--- src/rtl/seg7_pkg.sv ---
// Shared definitions for the multiplexed 7-segment display driver:
// segment bit positions, glyph constants and the nibble-to-glyph mapping.
package seg7_pkg;

   // Segment bit positions inside a 7-bit glyph word (a is the MSB).
   localparam int SEG_A = 6;
   localparam int SEG_B = 5;
   localparam int SEG_C = 4;
   localparam int SEG_D = 3;
   localparam int SEG_E = 2;
   localparam int SEG_F = 1;
   localparam int SEG_G = 0;

   typedef logic [6:0] seg_t;

   // Active-high glyphs, bit6=a ... bit0=g.
   localparam seg_t GLYPH_0     = 7'h7E;
   localparam seg_t GLYPH_1     = 7'h30;
   localparam seg_t GLYPH_2     = 7'h6D;
   localparam seg_t GLYPH_3     = 7'h79;
   localparam seg_t GLYPH_4     = 7'h33;
   localparam seg_t GLYPH_5     = 7'h5B;
   localparam seg_t GLYPH_6     = 7'h5F;
   localparam seg_t GLYPH_7     = 7'h70;
   localparam seg_t GLYPH_8     = 7'h7F;
   localparam seg_t GLYPH_9     = 7'h7B;
   localparam seg_t GLYPH_A     = 7'h77;
   localparam seg_t GLYPH_B     = 7'h1F;
   localparam seg_t GLYPH_C     = 7'h4E;
   localparam seg_t GLYPH_D     = 7'h3D;
   localparam seg_t GLYPH_E     = 7'h4F;
   localparam seg_t GLYPH_F     = 7'h47;
   localparam seg_t GLYPH_BLANK = 7'h00;

   // Map one nibble to its glyph; codes 10-15 are blank unless hex_en is set.
   function automatic seg_t seg7_glyph(input logic [3:0] nibble, input logic hex_en);
      seg_t g;
      case (nibble)
         4'h0:    g = GLYPH_0;
         4'h1:    g = GLYPH_1;
         4'h2:    g = GLYPH_2;
         4'h3:    g = GLYPH_3;
         4'h4:    g = GLYPH_4;
         4'h5:    g = GLYPH_5;
         4'h6:    g = GLYPH_6;
         4'h7:    g = GLYPH_7;
         4'h8:    g = GLYPH_8;
         4'h9:    g = GLYPH_9;
         4'hA:    g = hex_en ? GLYPH_A : GLYPH_BLANK;
         4'hB:    g = hex_en ? GLYPH_B : GLYPH_BLANK;
         4'hC:    g = hex_en ? GLYPH_C : GLYPH_BLANK;
         4'hD:    g = hex_en ? GLYPH_D : GLYPH_BLANK;
         4'hE:    g = hex_en ? GLYPH_E : GLYPH_BLANK;
         4'hF:    g = hex_en ? GLYPH_F : GLYPH_BLANK;
         default: g = GLYPH_BLANK;
      endcase
      return g;
   endfunction

endpackage

--- src/rtl/seg7_scan_driver_if.sv ---
// Bundle of the data-side and pin-side signals of the scan driver.
// The producer of the value (datapath / bench) uses the master view,
// the driver itself uses the slave view.
interface seg7_scan_driver_if #(
   parameter int N_DIGITS = 4
);
   logic [4*N_DIGITS-1:0] value;
   logic [N_DIGITS-1:0]   dp_in;
   logic                  load;
   logic                  blank_lz;
   logic [6:0]            seg;
   logic                  dp;
   logic [N_DIGITS-1:0]   dig_en;
   logic                  frame_done;

   modport master (
      output value, dp_in, load, blank_lz,
      input  seg, dp, dig_en, frame_done
   );

   modport slave (
      input  value, dp_in, load, blank_lz,
      output seg, dp, dig_en, frame_done
   );
endinterface

--- src/rtl/seg7_glyph_dec.sv ---
// Combinational nibble-to-7-segment decoder. Generalised form of the old
// single-digit BCD decoder; HEX_EN selects whether codes 10-15 show A-F.
module seg7_glyph_dec
   import seg7_pkg::*;
#(
   parameter int HEX_EN = 0
) (
   input  logic [3:0] nibble,
   output seg_t       glyph
);

   localparam logic HEX_SEL = (HEX_EN != 0) ? 1'b1 : 1'b0;

   // Pure table lookup through the shared package function.
   always_comb begin
      glyph = seg7_glyph(nibble, HEX_SEL);
   end

endmodule

--- src/rtl/seg7_scan_driver.sv ---
// Time-multiplexed driver for N common-electrode 7-segment digits.
// A new value is captured into a pending register on load and promoted to
// the display register only at frame boundaries so a frame never tears.
// Each digit slot starts with a short all-off gap to avoid ghosting.
module seg7_scan_driver
   import seg7_pkg::*;
#(
   parameter int N_DIGITS       = 4,
   parameter int SCAN_DIV       = 1000,
   parameter int BLANK_CYC      = 2,
   parameter int HEX_EN         = 0,
   parameter int SEG_ACTIVE_LOW = 0,
   parameter int DIG_ACTIVE_LOW = 0
) (
   input logic              clk,
   input logic              rst_n,
   seg7_scan_driver_if.slave bus
);

   localparam int P_W = (SCAN_DIV > 1) ? $clog2(SCAN_DIV) : 1;
   localparam int D_W = (N_DIGITS > 1) ? $clog2(N_DIGITS) : 1;
   localparam int V_W = 4 * N_DIGITS;

   localparam logic [P_W-1:0] P_LAST = P_W'(SCAN_DIV - 1);
   localparam logic [D_W-1:0] D_LAST = D_W'(N_DIGITS - 1);

   // Polarity masks XORed into the output registers.
   localparam seg_t                SEG_INV = (SEG_ACTIVE_LOW != 0) ? 7'h7F : 7'h00;
   localparam logic                DP_INV  = (SEG_ACTIVE_LOW != 0) ? 1'b1 : 1'b0;
   localparam logic [N_DIGITS-1:0] DIG_INV = (DIG_ACTIVE_LOW != 0) ? {N_DIGITS{1'b1}}
                                                                  : {N_DIGITS{1'b0}};

   // Scan counters
   logic [P_W-1:0]      p_r;
   logic [D_W-1:0]      d_r;
   logic                slot_end_s;
   logic                frame_tick_s;

   // Capture / display storage
   logic [V_W-1:0]      pend_val_r;
   logic [N_DIGITS-1:0] pend_dp_r;
   logic                pend_r;
   logic [V_W-1:0]      disp_val_r;
   logic [N_DIGITS-1:0] disp_dp_r;

   // Digit selection and glyph path
   logic [3:0]          nibble_s;
   logic                dp_sel_s;
   logic [N_DIGITS-1:0] lz_s;
   logic                lz_sel_s;
   logic                blank_s;
   logic                gap_s;
   seg_t                glyph_s;

   // Next values for the output registers
   seg_t                seg_nx_s;
   logic                dp_nx_s;
   logic [N_DIGITS-1:0] dig_nx_s;

   // Output registers
   seg_t                seg_r;
   logic                dp_r;
   logic [N_DIGITS-1:0] dig_en_r;
   logic                frame_done_r;

   assign slot_end_s   = (p_r == P_LAST);
   assign frame_tick_s = slot_end_s && (d_r == D_LAST);

   // Prescaler counts through a slot; digit index steps at slot end and wraps at frame end.
   always_ff @(posedge clk) begin
      if (!rst_n) begin
         p_r <= {P_W{1'b0}};
         d_r <= {D_W{1'b0}};
      end else if (slot_end_s) begin
         p_r <= {P_W{1'b0}};
         if (frame_tick_s) begin
            d_r <= {D_W{1'b0}};
         end else begin
            d_r <= d_r + D_W'(1);
         end
      end else begin
         p_r <= p_r + P_W'(1);
      end
   end

   // Pending register: every load overwrites it, so the last write wins.
   always_ff @(posedge clk) begin
      if (!rst_n) begin
         pend_val_r <= {V_W{1'b0}};
         pend_dp_r  <= {N_DIGITS{1'b0}};
      end else if (bus.load) begin
         pend_val_r <= bus.value;
         pend_dp_r  <= bus.dp_in;
      end else begin
         pend_val_r <= pend_val_r;
         pend_dp_r  <= pend_dp_r;
      end
   end

   // Pending flag: set by load between frames, always cleared at the frame tick.
   always_ff @(posedge clk) begin
      if (!rst_n) begin
         pend_r <= 1'b0;
      end else if (frame_tick_s) begin
         pend_r <= 1'b0;
      end else if (bus.load) begin
         pend_r <= 1'b1;
      end else begin
         pend_r <= pend_r;
      end
   end

   // Display register only moves at the frame tick; a load in that very cycle beats the pending copy.
   always_ff @(posedge clk) begin
      if (!rst_n) begin
         disp_val_r <= {V_W{1'b0}};
         disp_dp_r  <= {N_DIGITS{1'b0}};
      end else if (frame_tick_s && bus.load) begin
         disp_val_r <= bus.value;
         disp_dp_r  <= bus.dp_in;
      end else if (frame_tick_s && pend_r) begin
         disp_val_r <= pend_val_r;
         disp_dp_r  <= pend_dp_r;
      end else begin
         disp_val_r <= disp_val_r;
         disp_dp_r  <= disp_dp_r;
      end
   end

   // Leading-zero chain: lz_s[k] is set when nibbles N-1 down to k are all zero.
   always_comb begin
      logic run_v;
      lz_s  = {N_DIGITS{1'b0}};
      run_v = 1'b1;
      for (int k = N_DIGITS - 1; k >= 0; k--) begin
         run_v   = run_v & (disp_val_r[k*4 +: 4] == 4'h0);
         lz_s[k] = run_v;
      end
   end

   // Select the nibble, decimal point and blanking flag of the active digit.
   always_comb begin
      nibble_s = disp_val_r[{d_r, 2'b00} +: 4];
      dp_sel_s = disp_dp_r[d_r];
      lz_sel_s = lz_s[d_r];
   end

   // Digit 0 always shows, even when the whole value is zero.
   assign blank_s = bus.blank_lz && (d_r != {D_W{1'b0}}) && lz_sel_s;

   // All digits dark during the first BLANK_CYC cycles of every slot.
   assign gap_s = (int'(p_r) < BLANK_CYC);

   seg7_glyph_dec #(
      .HEX_EN (HEX_EN)
   ) u_glyph_dec (
      .nibble (nibble_s),
      .glyph  (glyph_s)
   );

   // Build the active-high pin values for the current (p, d) position.
   always_comb begin
      seg_nx_s = GLYPH_BLANK;
      dp_nx_s  = 1'b0;
      dig_nx_s = {N_DIGITS{1'b0}};
      if (gap_s) begin
         seg_nx_s = GLYPH_BLANK;
         dp_nx_s  = 1'b0;
         dig_nx_s = {N_DIGITS{1'b0}};
      end else begin
         seg_nx_s      = blank_s ? GLYPH_BLANK : glyph_s;
         dp_nx_s       = dp_sel_s;
         dig_nx_s[d_r] = 1'b1;
      end
   end

   // Output registers: polarity is applied here, last in the path.
   always_ff @(posedge clk) begin
      if (!rst_n) begin
         seg_r        <= SEG_INV;
         dp_r         <= DP_INV;
         dig_en_r     <= DIG_INV;
         frame_done_r <= 1'b0;
      end else begin
         seg_r        <= seg_nx_s ^ SEG_INV;
         dp_r         <= dp_nx_s ^ DP_INV;
         dig_en_r     <= dig_nx_s ^ DIG_INV;
         frame_done_r <= frame_tick_s;
      end
   end

   assign bus.seg        = seg_r;
   assign bus.dp         = dp_r;
   assign bus.dig_en     = dig_en_r;
   assign bus.frame_done = frame_done_r;

endmodule

--- src/flat_wrapper.sv ---
// flat-port wrapper written by rule: the top's interface ports become plain ports
module seg7_scan_driver_flat import seg7_pkg::*;
#(
   parameter int N_DIGITS       = 4,
   parameter int SCAN_DIV       = 1000,
   parameter int BLANK_CYC      = 2,
   parameter int HEX_EN         = 0,
   parameter int SEG_ACTIVE_LOW = 0,
   parameter int DIG_ACTIVE_LOW = 0
)
  (clk, rst_n, bus_value, bus_dp_in, bus_load, bus_blank_lz, bus_seg, bus_dp, bus_dig_en, bus_frame_done);
  seg7_scan_driver_if #(.N_DIGITS(N_DIGITS)) bus_i ();
  input logic clk;
  input logic rst_n;
  input wire logic [$bits(bus_i.value)-1:0] bus_value;
  input wire logic [$bits(bus_i.dp_in)-1:0] bus_dp_in;
  input wire logic [$bits(bus_i.load)-1:0] bus_load;
  input wire logic [$bits(bus_i.blank_lz)-1:0] bus_blank_lz;
  output wire logic [$bits(bus_i.seg)-1:0] bus_seg;
  output wire logic [$bits(bus_i.dp)-1:0] bus_dp;
  output wire logic [$bits(bus_i.dig_en)-1:0] bus_dig_en;
  output wire logic [$bits(bus_i.frame_done)-1:0] bus_frame_done;
  assign bus_i.value = bus_value;
  assign bus_i.dp_in = bus_dp_in;
  assign bus_i.load = bus_load;
  assign bus_i.blank_lz = bus_blank_lz;
  assign bus_seg = bus_i.seg;
  assign bus_dp = bus_i.dp;
  assign bus_dig_en = bus_i.dig_en;
  assign bus_frame_done = bus_i.frame_done;
  seg7_scan_driver #(.N_DIGITS(N_DIGITS), .SCAN_DIV(SCAN_DIV), .BLANK_CYC(BLANK_CYC), .HEX_EN(HEX_EN), .SEG_ACTIVE_LOW(SEG_ACTIVE_LOW), .DIG_ACTIVE_LOW(DIG_ACTIVE_LOW)) u_core (.clk(clk), .rst_n(rst_n), .bus(bus_i));
endmodule
--- config.mk ---
export PLATFORM = sky130hd
export DESIGN_NAME = seg7_scan_driver_flat
export DESIGN_NICKNAME = d
export VERILOG_FILES = /design/src/rtl/seg7_pkg.sv /design/src/rtl/seg7_scan_driver_if.sv /design/src/rtl/seg7_glyph_dec.sv /design/src/rtl/seg7_scan_driver.sv /design/src/flat_wrapper.sv
export SDC_FILE = /design/constraint.sdc
export NUM_CORES = 1
export LEC_CHECK = 0
export CAP_MARGIN = 10
export CORE_MARGIN = 3
export CORE_UTILIZATION = 58
export CTS_BUF_LIST = sky130_fd_sc_hd__clkbuf_8
export CTS_CLUSTER_SIZE = 25
export DETAILED_ROUTE_END_ITERATION = 10
export PLACE_DENSITY = 0.83
export SYNTH_ARGS = -nofsm -noshare
export SYNTH_HDL_FRONTEND = slang
export SYNTH_SLANG_ARGS = --single-unit
--- constraint.sdc ---
create_clock -name clk -period 2.2 [get_ports clk]
set_clock_uncertainty 0.1 [all_clocks]
set_input_delay 0.44 -clock clk [delete_from_list [all_inputs] [get_ports clk]]
set_output_delay 0.44 -clock clk [all_outputs]
set_load 0.03 [all_outputs]
==> results.sh <==
export IMPL_vdd_drop_max_uv=541
export IMPL_fin_crit_ns=2.08
export IMPL_crit_path_start_kind="flip-flop"
export IMPL_worstHoldStart="u_core.p_r[0]"
export IMPL_grt_pass1_wl_um=10300
export IMPL_drc=0
export IMPL_firstDrtPassIters=4
export IMPL_synth_ff_type="dfxtp_1"
export IMPL_routed_wl_um=6060
export IMPL_clock_sinks=66
export IMPL_netlist_instances=320
export IMPL_synth_largest_area_cell="dfxtp_1"
export IMPL_maxCapViolations=0
export IMPL_outcome="finished clean"
export IMPL_slew_violations=0
export IMPL_yosysSeqAreaShare=0.428
export IMPL_hold_viol=0
export IMPL_worstPathArrival_ns=2.15
export IMPL_vias_per_cell=5.50
export IMPL_rows=25
export IMPL_fin_tns_setup_ns=0
export IMPL_r2r_cells=7
export IMPL_core_um2=4940
export IMPL_hold_class="reg -> reg"
export IMPL_cts_resized=1
export IMPL_setup_viol=0
export IMPL_clk_latency_ns=0.33
export IMPL_async_flop_share=0
export IMPL_fin_crit_sh=0.945
export IMPL_ys_top_cells_by_area="dfxtp_1 (43%), nor2b_1 (8.3%), mux2i_1 (7.5%), ha_1 (4.5%), a21oi_1 (3.7%)"
export IMPL_gr_total_overflow=0
export IMPL_path_max_fanout=7
export IMPL_worst_pin_slew_ns=1.05
export IMPL_port_buffers=36
export IMPL_drive_above_1_share=0.125
export IMPL_die_area_um2=6230
export IMPL_max_clock_freq_mhz=481
export IMPL_start_util=0.624
export IMPL_die_x_um=78.9
export IMPL_avgSynthCellArea_um2=9.64
export IMPL_multiInputGateArea_um2=1570
export IMPL_ys_ff_latch=66
export IMPL_yosys_cell_types_count=38
export IMPL_dp_hpwl_um=4370
export IMPL_crit_required_ns=2.28
export IMPL_cts_buffer_depth=2
export IMPL_cts_setup_buffers=0
export IMPL_slew_headroom=0.294
export IMPL_path_class="reg -> reg"
export IMPL_rsz0062_at_grt="false"
export IMPL_rr_endpoint="u_core.bus.seg[4]"
export IMPL_r2r_slack_ns=0.12
export IMPL_cts_tree="done"
export IMPL_synth_edff_count=0
export IMPL_syn_to_final_growth_pct=19.0
export IMPL_vias=2353
export IMPL_synth_warnings=0
export IMPL_hold_path_end="u_core.p_r[0]"
export IMPL_power_density_nw_per_um2=645
export IMPL_hold_depth=1
export IMPL_num_antenna_cells=0
export IMPL_r2r_start="u_core.d_r[0]"
export IMPL_root_buffer="clkbuf_8"
export IMPL_fillers=403
export IMPL_fin_util=0.743
export IMPL_h_tree_depth=3
export IMPL_nNetsFinal=392
export IMPL_ant_nets=0
export IMPL_numCtsBuffers=9
export IMPL_synth_top_area_frac=0.428
export IMPL_drt_iter0_markers=114
export IMPL_globalRouteTotalUtil=0.210
export IMPL_die_height_um=78.9
export IMPL_ios=37
export IMPL_gp_congestion=0.840
export IMPL_seq_area_um2=1320
export IMPL_routedWlPerCell_um=14.2
export IMPL_power_leakage_nw=1.44
export IMPL_grt_pass1_vias=2208
export IMPL_hold_buffers=0
export IMPL_antenna_found_initial=0
export IMPL_syn_area_um2=3090
export IMPL_end_kind="flip-flop"
export IMPL_grt_max_degree=39
export IMPL_synth_fp_nets=355
export IMPL_totalPowerFinal_w=0.00237
export IMPL_path_clk_slew_ns=0.07
-- synthesized netlist by cell type (2+ instances only) --
| library cell | n |
|---|---|
| a21oi_1 | 23 |
| a2bb2oi_1 | 4 |
| and2_1 | 2 |
| and3_1 | 5 |
| and4_1 | 2 |
| buf_2 | 5 |
| buf_6 | 3 |
| clkbuf_1 | 10 |
| dfxtp_1 | 66 |
| ha_1 | 11 |
| inv_1 | 26 |
| mux2i_1 | 23 |
| mux4_2 | 5 |
| nand2_1 | 5 |
| nand3_1 | 4 |
| nand4_1 | 2 |
| nor2_1 | 26 |
| nor2b_1 | 41 |
| nor3_1 | 8 |
| nor4_1 | 5 |
| o21ai_0 | 3 |
| o221a_2 | 9 |
| o32ai_1 | 9 |
| o32ai_2 | 2 |
| xnor2_1 | 5 |
| xor2_1 | 4 |
-- cells by family (layout without fill, tap and decap cells) --
logic type / count (synthesis) / count (layout) / share of synthesized area
compound gates: 55 / 55 / 0.135
xor+xnor: 9 / 9 / 0.0255
fa+ha+maj: 11 / 11 / 0.0446
buf+inv: 45 / 86 / 0.0641
flops: 66 / 66 / 0.428
mux: 28 / 28 / 0.111
simple gates: 106 / 106 / 0.191
-- worst max path at each step --
| stage | start | end | slack, ns | cells after the start |
|---|---|---|---|---|
| 2_1_floorplan | u_core.d_r[0] | u_core.bus.seg[3] | 0.26 | 7 |
| 3_3_place_gp | u_core.d_r[0] | u_core.bus.seg[3] | 0.14 | 6 |
| 3_5_place_dp | u_core.d_r[0] | u_core.bus.seg[3] | 0.07 | 6 |
| 4_1_cts | u_core.d_r[0] | u_core.bus.seg[4] | 0.11 | 7 |
| 5_1_grt | u_core.d_r[0] | u_core.bus.seg[1] | 0.05 | 7 |
| 6_report | u_core.d_r[0] | u_core.bus.seg[4] | 0.12 | 7 |
-- stage by stage --
step / hold slack, ns / setup slack, ns / area, um^2 / std cells
6_report: 0.360 / 0.121 / 3670 / 428
3_3_place_gp: 0.345 / 0.143 / 3500 / 413
4_1_cts: 0.359 / 0.111 / 3670 / 428
2_1_floorplan: 0.326 / 0.263 / 3090 / 320
3_5_place_dp: 0.350 / 0.0671 / 3500 / 413
5_1_grt: 0.388 / 0.0537 / 3670 / 428
-- critical path, stage by stage (launching register included) --
cell     delay [ns]
dfxtp_2        0.43
mux4_2         0.57
inv_1          0.15
ha_1           0.16
inv_1          0.04
o21ba_2        0.21
a31oi_1        0.19
nor3_1         0.07
-- sequential cells by signal (all words and copies together) (netlist names), 2 cells and up --
name	cells
u_core.disp_val_r	16
u_core.pend_val_r	16
u_core.p_r	10
u_core.bus.seg	7
u_core.bus.dig_en	4
u_core.disp_dp_r	4
u_core.pend_dp_r	4
u_core.d_r	2
-- final cells by class --
type,count,area share
clock buffers,11,0.0412
clock inverters,4,0.00511
inverters,26,0.0266
multi-input cells,209,0.429
flip-flops and latches,66,0.360
well taps,67,0.0228
repair buffers,45,0.115
-- placed cells by master, fill, tap and decap left out, drive strengths merged, types with 2 or more instances in the layout --
| cell type | instances |
|---|---|
| a21oi | 23 |
| a2bb2oi | 4 |
| and2 | 2 |
| and3 | 5 |
| and4 | 2 |
| buf | 10 |
| clkbuf | 11 |
| clkdlybuf4s50 | 35 |
| clkinv | 3 |
| dfxtp | 66 |
| ha | 11 |
| inv | 27 |
| mux2i | 23 |
| mux4 | 5 |
| nand2 | 5 |
| nand2b | 2 |
| nand3 | 4 |
| nand4 | 2 |
| nor2 | 27 |
| nor2b | 41 |
| nor3 | 8 |
| nor4 | 5 |
| o21ai | 3 |
| o221a | 9 |
| o32ai | 11 |
| xnor2 | 5 |
| xor2 | 4 |
-- routing by layer --
| layer | GRT usage | share of wire | vias up | wire (um) |
|---|---|---|---|---|
| met5 | 0 | 0 | - | 0 |
| met1 | 0.267 | 0.46 | 1109 | 2790 |
| met3 | 0.0590 | 0.053 | 8 | 322 |
| li1 | - | - | 1183 | - |
| met2 | 0.340 | 0.47 | 53 | 2860 |
| met4 | 0.0825 | 0.014 | 0 | 87 |
-- power by group --
part	switching [W]	total [W]	leakage (nW)	internal (W)
clock network	0.000425	0.000879	0.0961	0.000454
logic	0.000114	0.000231	0.808	0.000117
registers	0.0000234	0.00126	0.538	0.00123
total	0.000562	0.00237	1.44	0.00181
Note: power is estimated with default switching activity, not from simulation.
